==> src/rtl/mbc3_pkg.sv <==
// Shared constants for the MBC3 cartridge mapper: address regions, RTC
// register select codes and RTC field widths.
package mbc3_pkg;

  localparam int ROM_BANK_W = 7;
  localparam int SEC_W      = 6;
  localparam int MIN_W      = 6;
  localparam int HR_W       = 5;
  localparam int DAY_W      = 9;

  // Regions decoded from a[15:13]
  localparam logic [2:0] RGN_RAM_EN   = 3'd0;  // 0000-1FFF
  localparam logic [2:0] RGN_ROM_BANK = 3'd1;  // 2000-3FFF
  localparam logic [2:0] RGN_SEL      = 3'd2;  // 4000-5FFF
  localparam logic [2:0] RGN_LATCH    = 3'd3;  // 6000-7FFF
  localparam logic [2:0] RGN_EXT_RAM  = 3'd5;  // A000-BFFF

  typedef enum logic [3:0] {
    RTC_S  = 4'h8,
    RTC_M  = 4'h9,
    RTC_H  = 4'hA,
    RTC_DL = 4'hB,
    RTC_DH = 4'hC
  } rtc_sel_e;

  function automatic logic is_rtc_sel(input logic [3:0] sel);
    return (sel >= 4'h8) && (sel <= 4'hC);
  endfunction

endpackage

==> src/rtl/mbc3_rtc.sv <==
// MBC3 real-time clock: prescaler, live S/M/H/D counters with HALT and sticky
// CARRY, a latched snapshot for reads, and CPU write ports into the live fields.
module mbc3_rtc
  import mbc3_pkg::*;
#(
  parameter int CLK_HZ = 4194304
) (
  input  logic       clk,
  input  logic       rst,
  input  logic       wr_en,
  input  logic [3:0] wr_sel,
  input  logic [7:0] wr_data,
  input  logic       latch,
  input  logic [3:0] rd_sel,
  output logic [7:0] rd_data
);

  localparam int PW = (CLK_HZ > 1) ? $clog2(CLK_HZ) : 1;
  localparam logic [PW-1:0] PRESC_MAX = PW'(CLK_HZ - 1);

  logic [PW-1:0]    presc;
  logic [SEC_W-1:0] s, l_s;
  logic [MIN_W-1:0] m, l_m;
  logic [HR_W-1:0]  h, l_h;
  logic [DAY_W-1:0] d, l_d;
  logic             halt, carry, l_halt, l_carry;

  logic tick, go;
  logic wr_s, wr_m, wr_h, wr_dl, wr_dh;
  logic inc_s, inc_m, inc_h, inc_d;
  logic c_s, c_m, c_h, c_d;

  assign wr_s  = wr_en && (wr_sel == RTC_S);
  assign wr_m  = wr_en && (wr_sel == RTC_M);
  assign wr_h  = wr_en && (wr_sel == RTC_H);
  assign wr_dl = wr_en && (wr_sel == RTC_DL);
  assign wr_dh = wr_en && (wr_sel == RTC_DH);

  assign tick = !rst && (presc == PRESC_MAX);
  assign go   = tick && !halt;

  // A CPU write to a field suppresses its increment, which also kills its carry-out.
  assign inc_s = go && !wr_s;
  assign c_s   = inc_s && (s == SEC_W'(59));
  assign inc_m = c_s && !wr_m;
  assign c_m   = inc_m && (m == MIN_W'(59));
  assign inc_h = c_m && !wr_h;
  assign c_h   = inc_h && (h == HR_W'(23));
  assign inc_d = c_h && !(wr_dl || wr_dh);
  assign c_d   = inc_d && (&d);

  always_ff @(posedge clk) begin
    if (rst || wr_s || tick) presc <= '0;
    else                     presc <= presc + 1'b1;
  end

  // NOTE: the time-of-day counters deliberately have no reset; a bus reset must
  // not lose the time. They start from the all-zero configuration state.
  // Out-of-range values (S/M 60-63, H 24-31) reach 0 by natural overflow, no carry.
  always_ff @(posedge clk) begin
    if (wr_s)       s <= wr_data[SEC_W-1:0];
    else if (inc_s) s <= (s == SEC_W'(59)) ? '0 : s + 1'b1;

    if (wr_m)       m <= wr_data[MIN_W-1:0];
    else if (inc_m) m <= (m == MIN_W'(59)) ? '0 : m + 1'b1;

    if (wr_h)       h <= wr_data[HR_W-1:0];
    else if (inc_h) h <= (h == HR_W'(23)) ? '0 : h + 1'b1;

    if (inc_d) begin
      d <= d + 1'b1;
    end else begin
      if (wr_dl) d[7:0] <= wr_data;
      if (wr_dh) d[8]   <= wr_data[0];
    end

    if (wr_dh) begin
      halt  <= wr_data[6];
      carry <= wr_data[7];
    end else if (c_d) begin
      carry <= 1'b1;
    end

    if (latch) begin
      l_s     <= s;
      l_m     <= m;
      l_h     <= h;
      l_d     <= d;
      l_halt  <= halt;
      l_carry <= carry;
    end
  end

  // NOTE: every path assigns rd_data via the leading default, so no latch is inferred.
  always_comb begin
    rd_data = 8'h00;
    case (rd_sel)
      RTC_S:   rd_data = {2'b00, l_s};
      RTC_M:   rd_data = {2'b00, l_m};
      RTC_H:   rd_data = {3'b000, l_h};
      RTC_DL:  rd_data = l_d[7:0];
      RTC_DH:  rd_data = {l_carry, l_halt, 5'b00000, l_d[8]};
      default: rd_data = 8'h00;
    endcase
  end

endmodule

==> src/rtl/mbc3.sv <==
// MBC3 cartridge mapper: ROM banking, external RAM window and optional RTC.
// Define MBC3_RTC_EN to build the real-time clock (mbc3_rtc).
module mbc3
  import mbc3_pkg::*;
#(
  parameter int CLK_HZ = 4194304
) (
  input  logic        clk,
  input  logic        rst,
  input  logic [15:0] a,
  input  logic [7:0]  din,
  output logic [7:0]  dout,
  input  logic        wr,
  input  logic        rd,
  output logic [20:0] rom_a,
  output logic        rom_rd,
  input  logic [7:0]  rom_d,
  output logic [14:0] ram_a,
  output logic        ram_we,
  input  logic [7:0]  ram_d
);

  logic                  wr_q;
  logic                  wr_go;
  logic [2:0]            region;
  logic [ROM_BANK_W-1:0] rom_bank;
  logic [3:0]            sel;
  logic                  ram_en;
  logic                  ram_sel_ok;
  logic                  rtc_sel_ok;
  logic [7:0]            rtc_rd;

  // Gating with rst keeps a write that straddles reset from taking effect.
  assign wr_go      = wr && !wr_q && !rst;
  assign region     = a[15:13];
  assign ram_sel_ok = ram_en && (sel[3:2] == 2'b00);

  always_ff @(posedge clk) begin
    if (rst) begin
      wr_q     <= 1'b0;
      rom_bank <= ROM_BANK_W'(1);
      sel      <= 4'h0;
      ram_en   <= 1'b0;
    end else begin
      wr_q <= wr;
      if (wr_go) begin
        case (region)
          RGN_RAM_EN:   ram_en   <= (din[3:0] == 4'hA);
          RGN_ROM_BANK: rom_bank <= (din[6:0] == 7'd0) ? ROM_BANK_W'(1) : din[6:0];
          RGN_SEL:      sel      <= din[3:0];
          default:      ;
        endcase
      end
    end
  end

`ifdef MBC3_RTC_EN
  logic latch_armed;
  logic latch_fire;
  logic rtc_wr;

  assign rtc_sel_ok = ram_en && is_rtc_sel(sel);
  assign rtc_wr     = wr_go && (region == RGN_EXT_RAM) && rtc_sel_ok;
  assign latch_fire = wr_go && (region == RGN_LATCH) && (din == 8'h01) && latch_armed;

  always_ff @(posedge clk) begin
    if (rst)                                  latch_armed <= 1'b0;
    else if (wr_go && (region == RGN_LATCH))  latch_armed <= (din == 8'h00);
  end

  mbc3_rtc #(.CLK_HZ(CLK_HZ)) u_rtc (
    .clk     (clk),
    .rst     (rst),
    .wr_en   (rtc_wr),
    .wr_sel  (sel),
    .wr_data (din),
    .latch   (latch_fire),
    .rd_sel  (sel),
    .rd_data (rtc_rd)
  );
`else
  localparam int unused_clk_hz = CLK_HZ;
  logic unused_din;

  assign unused_din = din[7];
  assign rtc_sel_ok = 1'b0;
  assign rtc_rd     = 8'hFF;
`endif

  assign rom_a  = a[14] ? {rom_bank, a[13:0]} : {7'd0, a[13:0]};
  assign rom_rd = rd && !a[15];
  assign ram_a  = {sel[1:0], a[12:0]};
  assign ram_we = wr_go && (region == RGN_EXT_RAM) && ram_sel_ok;

  always_comb begin
    dout = 8'hFF;
    if (!a[15]) begin
      dout = rom_d;
    end else if (region == RGN_EXT_RAM) begin
      if (ram_sel_ok)      dout = ram_d;
      else if (rtc_sel_ok) dout = rtc_rd;
    end
  end

endmodule

==> config.mk <==
export PLATFORM = sky130hd
export DESIGN_NAME = mbc3
export DESIGN_NICKNAME = d
export VERILOG_FILES = /design/src/rtl/mbc3_pkg.sv /design/src/rtl/mbc3_rtc.sv /design/src/rtl/mbc3.sv
export SDC_FILE = /design/constraint.sdc
export NUM_CORES = 1
export LEC_CHECK = 0
export ABC_AREA = 1
export BUFFER_PORTS_ARGS = -buffer_cell sky130_fd_sc_hd__clkbuf_2
export CAP_MARGIN = 30
export CORE_MARGIN = 3
export CORE_UTILIZATION = 39
export DETAILED_ROUTE_END_ITERATION = 10
export GPL_TIMING_DRIVEN = 0
export PLACE_DENSITY = 0.93
export SETUP_SLACK_MARGIN = 0.02
export SYNTH_ARGS = -nofsm -noshare
export SYNTH_HDL_FRONTEND = slang
export SYNTH_SLANG_ARGS = --single-unit
export TNS_END_PERCENT = 20
==> constraint.sdc <==
create_clock -name clk -period 1 [get_ports clk]
set_input_delay 0.05 -clock clk [delete_from_list [all_inputs] [get_ports clk]]
set_output_delay 0.05 -clock clk [all_outputs]
set_load 0.01 [all_outputs]
# Word-level counts from Yosys, hierarchy flattened
# Index checks and enable logic that the tools add are counted.
word_totals:
  output_inout_bits: 46
  regBits: 13
  in_bits: 44
  wordCells: 28
  latch_bits: 0
  memories: 0
  ramBits: 0
  romBits: 0
op_classes:
  n_mul: 0
  n_reduce_logical: 15
  n_mux: 5
  bitwise: 0
  magnitude_cmp: 0
  shifts: 0
  div: 0
  n_addsub: 0
  n_eq_ne: 4
ops:
  columns: ["op", "n"]
  rows:
  - ["two-way mux 8 bit", 3]
  - ["two-way mux 21 bit", 1]
  - ["zero test 7 bit", 1]
  - ["two-way mux 7 bit", 1]
  - ["logical AND 1 bit", 6]
  - ["AND reduction 2 bit", 3]
  - ["equality test 4 bit (second input constant)", 1]
  - ["equality test 3 x 1 -> 1 bit (second input constant)", 1]
  - ["equality test 3 x 2 -> 1 bit (second input constant)", 1]
  - ["equality test 3 bit (second input constant)", 1]
  - ["zero test 1 bit", 3]
  - ["zero test 3 bit", 1]
  - ["zero test 2 bit", 1]

# Longest topological paths before layout
# Gate-level depths: netlist of the first run.
depth:
  ltp_word: 5
  depth_mapped: 7
  ltp_nobuf: 6

# Least setup slack after synthesis of the first run
# Ideal clock, no wire load.
synth_path:
  path_kind: "reg-to-output"
  start: "register sel[2]"
  end: "output port ram_we"
  n_path_buf: 0
  arrival_ps: 806
  setup_slack_ps: 144
  required_ps: 950
  path_stages_with_launch: 4
  cell_sequence: "dfxtp_1 -> nor2_1 -> nand4_4 -> nor2_1"
synth_between:
  elab_chain_len: 3
synth_rtl:
  columns: ["item", "line_no", "source"]
  rows:
  - ["start: declaration", "mbc3.sv:27", "logic [3:0] sel;"]
  - ["start signal: assignment", "mbc3.sv:50", "RGN_SEL: sel <= din[3:0];"]
  - ["zero test 2 bit", "mbc3.sv:36", "assign ram_sel_ok = ram_en && (sel[3:2] == 2'b00);"]
  - ["logical AND 1 bit", "mbc3.sv:36", null]
  - ["logical AND 1 bit", "mbc3.sv:93", "assign ram_we = wr_go && (region == RGN_EXT_RAM) && ram_sel_ok;"]
  - ["end: declaration", "mbc3.sv:19", "output logic ram_we,"]
# Every way passes these cells.

# Final worst setup path of the first run
layout_path:
  start: "register sel[3]"
  end: "output port dout[5]"
layout_between:
  elab_chain_len: 5
layout_rtl:
  columns: ["item", "line_no", "source"]
  rows:
  - ["zero test 2 bit", "mbc3.sv:36", null]
  - ["logical AND 1 bit", "mbc3.sv:36", null]
  - ["two-way mux 8 bit", "mbc3.sv:100", "if (ram_sel_ok) dout = ram_d;"]
  - ["two-way mux 8 bit", "mbc3.sv:99", "end else if (region == RGN_EXT_RAM) begin"]
  - ["two-way mux 8 bit", "mbc3.sv:97", "if (!a[15]) begin"]
  - ["end: declaration", "mbc3.sv:12", "output logic [7:0] dout,"]
# Every way passes these cells.

==> results.md, run 1 <==
* Starting Density at 42.4%
* PortBufs at 75
* Gr ovfl total at 0
* WHS at 0.0571 ns
* CTS clock-pin slew for the worst setup and hold paths at 0.08 ns
* Fmax at 803 MHz
* Antenna violations before repair at 0
* Clock Latency Late Sink at 0.28 ns
* Clock share of power at 24.9%
* WS Path Type: flop to output pin
* Finished Layout Cells at 276
* Synth unique cells at 16
* Sequential share of power at 41.6%
* I/O pin count at 90
* Via count at 1214
* Switching Fraction at 29.9%
* Total Power at 1.29 mW
* RSZ-0062 raised after global routing: true
* Total CTS buffers at 3
* Die height at 58.8 um
* Synth top area cells: dfxtp_1 (24%), buf_4 (21%), nor2_1 (18%), nand2_1 (7.9%), inv_1 (5.2%)
* Crit Path Max Fanout at 5
* Vias in the first global route at 998
* CP required at 0.95 ns
* Min Tclk post-route at 1.25 ns
* Fin nets at 291
* H-tree Lvls at 1
* Synth top area share at 23.9%
* Layout filler cell count at 256
* CTS Buffer Depth at 2
* Share of cells above drive strength 1 at 54.9%
* Final core occ at 61.2%
* GPL Wtd Cong at 0.766
* Setup TNS at -1.95 ns
* Critical R2R Capture: rom_bank[5]
* Synthesis Warnings at 0
* Failing checks: setup timing
* FF-to-FF setup slack at 0.07 ns
* Clock Skews at 0.00347 ns
* Critical path startpoint category: flop
* Mapped Area at 1090 sq um
* Dominant cell type by area after synthesis: dfxtp_1
* Synthesis-to-finish area growth at 44.4%
* Setup-failing EPs final at 9
* Router iterations before antenna repair at 4
* Die Area at 3460 sq um
* Initial drt markers at 31
* Hold Path Cell Cnt at 4
* Antenna cells at 0
* Multi-input logic area at 541 sq um
* Final hold violation count at 0
* Clk sinks at 13
* Final worst slack at -0.245 ns
* Post-DR vias/cell at 4.40
* CTS root buf: clkbuf_4
* Leak at 0.917 nW
* Peak VDD IR at 0.541 mV
* Syn avg cell area at 6.56 sq um
* # DRC at 0
* Hold Path End: rom_bank[2]
* Synth Register Bits at 13
* Total GRT Usage at 14.6%
* Post-CTS Setup Bufs at 0
* Cells after DPL at 271
* CORE AREA at 2570 sq um
* Cell Int Power at 905 uW
* Sw Pwr at 386 uW
* First-pass GRT wire length at 3940 um
* Worst-margin pin slew at 0.279 ns
* Combinational Power Share at 33.5%
* Slew Limit Fails at 0
* Sequential area share after synthesis at 23.9%
* CTS tree: yes
* Power per cell area at 822 nW/um^2
* Worst Reg-to-Reg Cells at 4
* WP data arrival at 1.20 ns
* Post-synthesis cell count at 166
* # hold bufs at CTS at 0
* Hold_sp: rst
* Setup crit end kind: output pin
* WL/cell at 9.49 um
* Max_slew headroom at 81.2%
* Final period util at 125%
* Final wirelength at 2620 um
* Status: finished with violations
* Max Cap Viol at 0
* Detailed placement HPWL at 2160 um
* Syn Nets at 210
* Maximum number of pins on one net before global-route repair at 12
* Row count at 18
* HP Class: primary input to flop
* Horiz. Die Dim at 58.8 um
* Final ANT Viol Nets at 0
* R2R Path Start: wr_q
* Sequential Area at 265 sq um
==> cell families after synthesis <==
family,after synthesis,share of synthesized area (%)
compound gates,1,0.459
simple gates,101,45.6
buf+inv,51,30.0
flops,13,23.9
==> registers in the layout, indices dropped and copies added, names as in the netlist <==
register  flops
wr_q          1
sel           4
ram_en        1
rom_bank      7
==> cell type report <==
type	instances	share of cell area, %
Multi-Input combinational cell	103	34.4
Timing Repair Buffer	75	23.9
Sequential cell	13	16.9
Buffer	33	16.5
Inverter	18	4.30
Tap cell	30	2.39
Clock buffer	4	1.67
==> layout by cell type (no fill, tap or decap) <==
master	instances
clkbuf_4	3
nor2_2	4
buf_4	30
clkbuf_2	75
inv_2	3
nor2_1	48
nand3_4	1
nand3_1	10
nand2_2	3
dfxtp_1	9
clkbuf_1	1
nand4_4	2
nand2_1	23
nor2_4	6
nand3b_4	1
nand3b_1	3
nor3_1	1
dfxtp_2	4
inv_1	15
a21oi_1	1
buf_6	3
==> worst max-delay path by stage <==
stage                     startpoint  endpoint  slack (ns)  cells past startpoint
after global routing          sel[3]   dout[1]       -0.32                      5
after detailed placement      sel[2]   dout[3]      -0.002                      5
after global placement        sel[2]   dout[1]      -0.002                      5
final                         sel[3]   dout[5]       -0.25                      5
after floorplan               sel[2]    ram_we        0.14                      3
after CTS                     sel[2]   dout[3]       -0.23                      5
==> power groups by stage <==
stage | clock network (mW) | registers [mW] | logic [mW]
6_report | 0.322 | 0.537 | 0.432
5_1_grt | 0.361 | 0.539 | 0.473
4_1_cts | 0.325 | 0.537 | 0.435
3_5_place_dp | 0 | 0.547 | 0.427
3_3_place_gp | 0 | 0.547 | 0.418
2_1_floorplan | 0 | 0.546 | 0.263
==> synthesized netlist by cell type (all sizes together) <==
| master | count |
|---|---|
| nand3 | 11 |
| nand3b | 4 |
| a21oi | 1 |
| dfxtp | 13 |
| inv | 18 |
| nand4 | 1 |
| buf | 33 |
| nor2 | 58 |
| nand2 | 26 |
| nor3 | 1 |
==> worst max-delay path, stage by stage (launching register included) <==
cell and delay (ns):
dfxtp_2 0.34, nor2_4 0.16, nand4_4 0.14, nor2_1 0.12, nor2_1 0.04, clkbuf_2 0.12
==> routing by layer <==
layer | vias up | global-route usage [%] | share of wire, %
met5 | - | 0 | 0
met4 | 0 | 5.83 | 1.0
met3 | 4 | 4.82 | 13
met2 | 73 | 24.9 | 48
met1 | 502 | 16.6 | 37
li1 | 635 | - | -
==> stage by stage <==
stage,instance area [sq um],worst slack (ns)
2_1_floorplan,1090,0.144
3_3_place_gp,1500,-0.00197
3_5_place_dp,1500,-0.00193
4_1_cts,1560,-0.229
5_1_grt,1570,-0.317
6_report,1570,-0.245
==> timing repair <==
item,4_1_cts,5_1_grt
pin swaps,2,7
cloned,1,0
endpoints found under the setup margin,10,17
resized for setup,5,6
Note: power is estimated with default switching activity, not from simulation.
==> run 2, diff against run 1 <==
--- a/config.mk
+++ b/config.mk
@@ -8,6 +8,7 @@
 export ABC_AREA = 1
 export BUFFER_PORTS_ARGS = -buffer_cell sky130_fd_sc_hd__clkbuf_2
 export CAP_MARGIN = 30
+export CORE_ASPECT_RATIO = 1.4
 export CORE_MARGIN = 3
 export CORE_UTILIZATION = 39
 export DETAILED_ROUTE_END_ITERATION = 10
==> run 2 against run 1 <==
  * The run still ends with setup timing left
  * Sequential power about the same
  * Total power is 0.34% lower
  * Non-clock buffer count unchanged
  * Clock skew up 0.0037 ns
  * Core utilization down 1.3 points
  * Via count is 1.2% lower
  * Final area grew 0.72%
  * Clock power about the same
  * Worst setup slack lost 0.020 ns
  * Critical path depth did not move
  * Largest power group unchanged
  * Highest routed layer unchanged
==> results.md, run 2 (synthesis results as in run 1) <==
* Share of cells above drive strength 1 at 55.7%
* RSZ-0062 raised after global routing: true
* CP required at 0.95 ns
* Final worst slack at -0.265 ns
* Horiz. Die Dim at 50.7 um
* Post-DR vias/cell at 4.25
* Critical path startpoint category: flop
* WP data arrival at 1.22 ns
* Top Registers: rom_bank (7), sel (4)
* Clk sinks at 13
* Row count at 22
* CTS Buffer Depth at 2
* Final ANT Viol Nets at 0
* CP cell instances: nor2_4, nand4_4, nor2_2, nor2_1, clkbuf_2
* Slew Limit Fails at 0
* Leak at 0.918 nW
* Failing checks: setup timing
* Status: finished with violations
* Router iterations before antenna repair at 5
* Vias in the first global route at 1001
* Detailed placement HPWL at 2140 um
* Final core occ at 59.9%
* Total CTS buffers at 3
* WP buf/inv at 1
* Most frequent cells in the layout: clkbuf_2 (75), nor2_1 (47), buf_4 (30), nand2_1 (23), inv_1 (15)
* First-pass GRT wire length at 3820 um
* PortBufs at 75
* Setup TNS at -2.07 ns
* Antenna violations before repair at 0
* Post-CTS Setup Bufs at 0
* Max FFs per register at 7
* WL/cell at 9.06 um
* Final hold violation count at 0
* CTS root buf: clkbuf_4
* WS Path Type: flop to output pin
* Most common cell after layout, fill and taps aside: clkbuf_2
* CORE AREA at 2640 sq um
* Max Cap Viol at 0
* Via count at 1199
* Antenna cells at 0
* # DRC at 0
* Slowest-stage cell, CP: dfxtp_2
* Critical path's top delay family: simple AND/OR/NAND/NOR gates
* GPL Wtd Cong at 0.749
* Clock Skews at 0.00720 ns
* Max_slew headroom at 84.0%
* Finished Layout Cells at 282
* Setup-failing EPs final at 9
* Total GRT Usage at 13.8%
* Biggest register: rom_bank
* Die Area at 3470 sq um
* I/O pin count at 90
* H-tree Lvls at 1
* CTS clock-pin slew for the worst setup and hold paths at 0.08 ns
* Starting Density at 41.2%
* Crit Path Max Fanout at 5
* Power per cell area at 813 nW/um^2
* Final wirelength at 2560 um
* HP Class: primary input to flop
* Peak VDD IR at 0.722 mV
* Fin nets at 291
* Setup crit end kind: output pin
* Initial drt markers at 16
* Worst-margin pin slew at 0.238 ns
* Clock Latency Late Sink at 0.28 ns
* Gr ovfl total at 0
* WHS at 0.0481 ns
* Fmax at 790 MHz
* Synthesis-to-finish area growth at 45.4%
* Worst path max stage delay at 0.33 ns
* Min Tclk post-route at 1.27 ns
* CTS tree: yes
* Final period util at 127%
* Maximum number of pins on one net before global-route repair at 12
* Cells after DPL at 277
* Die height at 68.5 um
-- run 2: final timing paths --
| path | from | end | slack [ns] | cells after the start |
|---|---|---|---|---|
| worst min-delay path | rst | rom_bank[1] | 0.05 | 4 |
| worst max-delay path | sel[3] | dout[4] | -0.27 | 5 |
| worst min register to register | rom_bank[4] | rom_bank[4] | 0.47 | 2 |
| worst max register to register | wr_q | rom_bank[5] | 0.09 | 4 |
-- run 2: worst reg2reg max path, stage by stage (launching register included) --
cell and delay, ns:
dfxtp_2 0.34, nand3b_4 0.19, nor2_4 0.18, nor2_1 0.06, nor2_1 0.10
-- run 2: report_power, final --
part	switching (mW)	total [mW]	internal, mW	leakage, nW
Sequential	0.00800	0.537	0.529	0.107
Clock	0.170	0.319	0.148	0.0177
Combinational	0.210	0.431	0.221	0.794
Total	0.388	1.29	0.899	0.918
-- run 2: stage by stage --
stage | area, sq um | power (mW) | setup slack [ns]
5_1_grt | 1580 | 1.36 | -0.332
6_report | 1580 | 1.29 | -0.265
4_1_cts | 1560 | 1.29 | -0.228
3_5_place_dp | 1510 | 0.974 | -0.000339
2_1_floorplan | 1090 | 0.809 | 0.144
3_3_place_gp | 1510 | 0.964 | 0.0155
-- run 2: cell type report --
cell class,instances,area (sq um)
Inverter,18,67.6
Tap cell,36,45.0
Clock inverter,1,5.00
Fill cell,271,1060
Clock buffer,3,22.5
Timing Repair Buffer,75,375
Buffer,33,259
Multi-Input combinational cell,103,543
Sequential cell,13,265
-- run 2: timing repair --
item,in CTS,in global routing
hold buffers,0,0
resized for setup,3,9
setup endpoints to repair,9,16
pin swaps,1,8
gates cloned,1,0
endpoints found under the hold margin,0,0
-- run 2: per-layer routing --
metal | vias to the layer above | part of all wire, % | GRT usage, %
met2 | 59 | 52 | 26.1
met5 | - | 0 | 0
met4 | 0 | 1.2 | 5.05
li1 | 635 | - | -
met1 | 499 | 37 | 15.7
met3 | 6 | 9.8 | 1.94
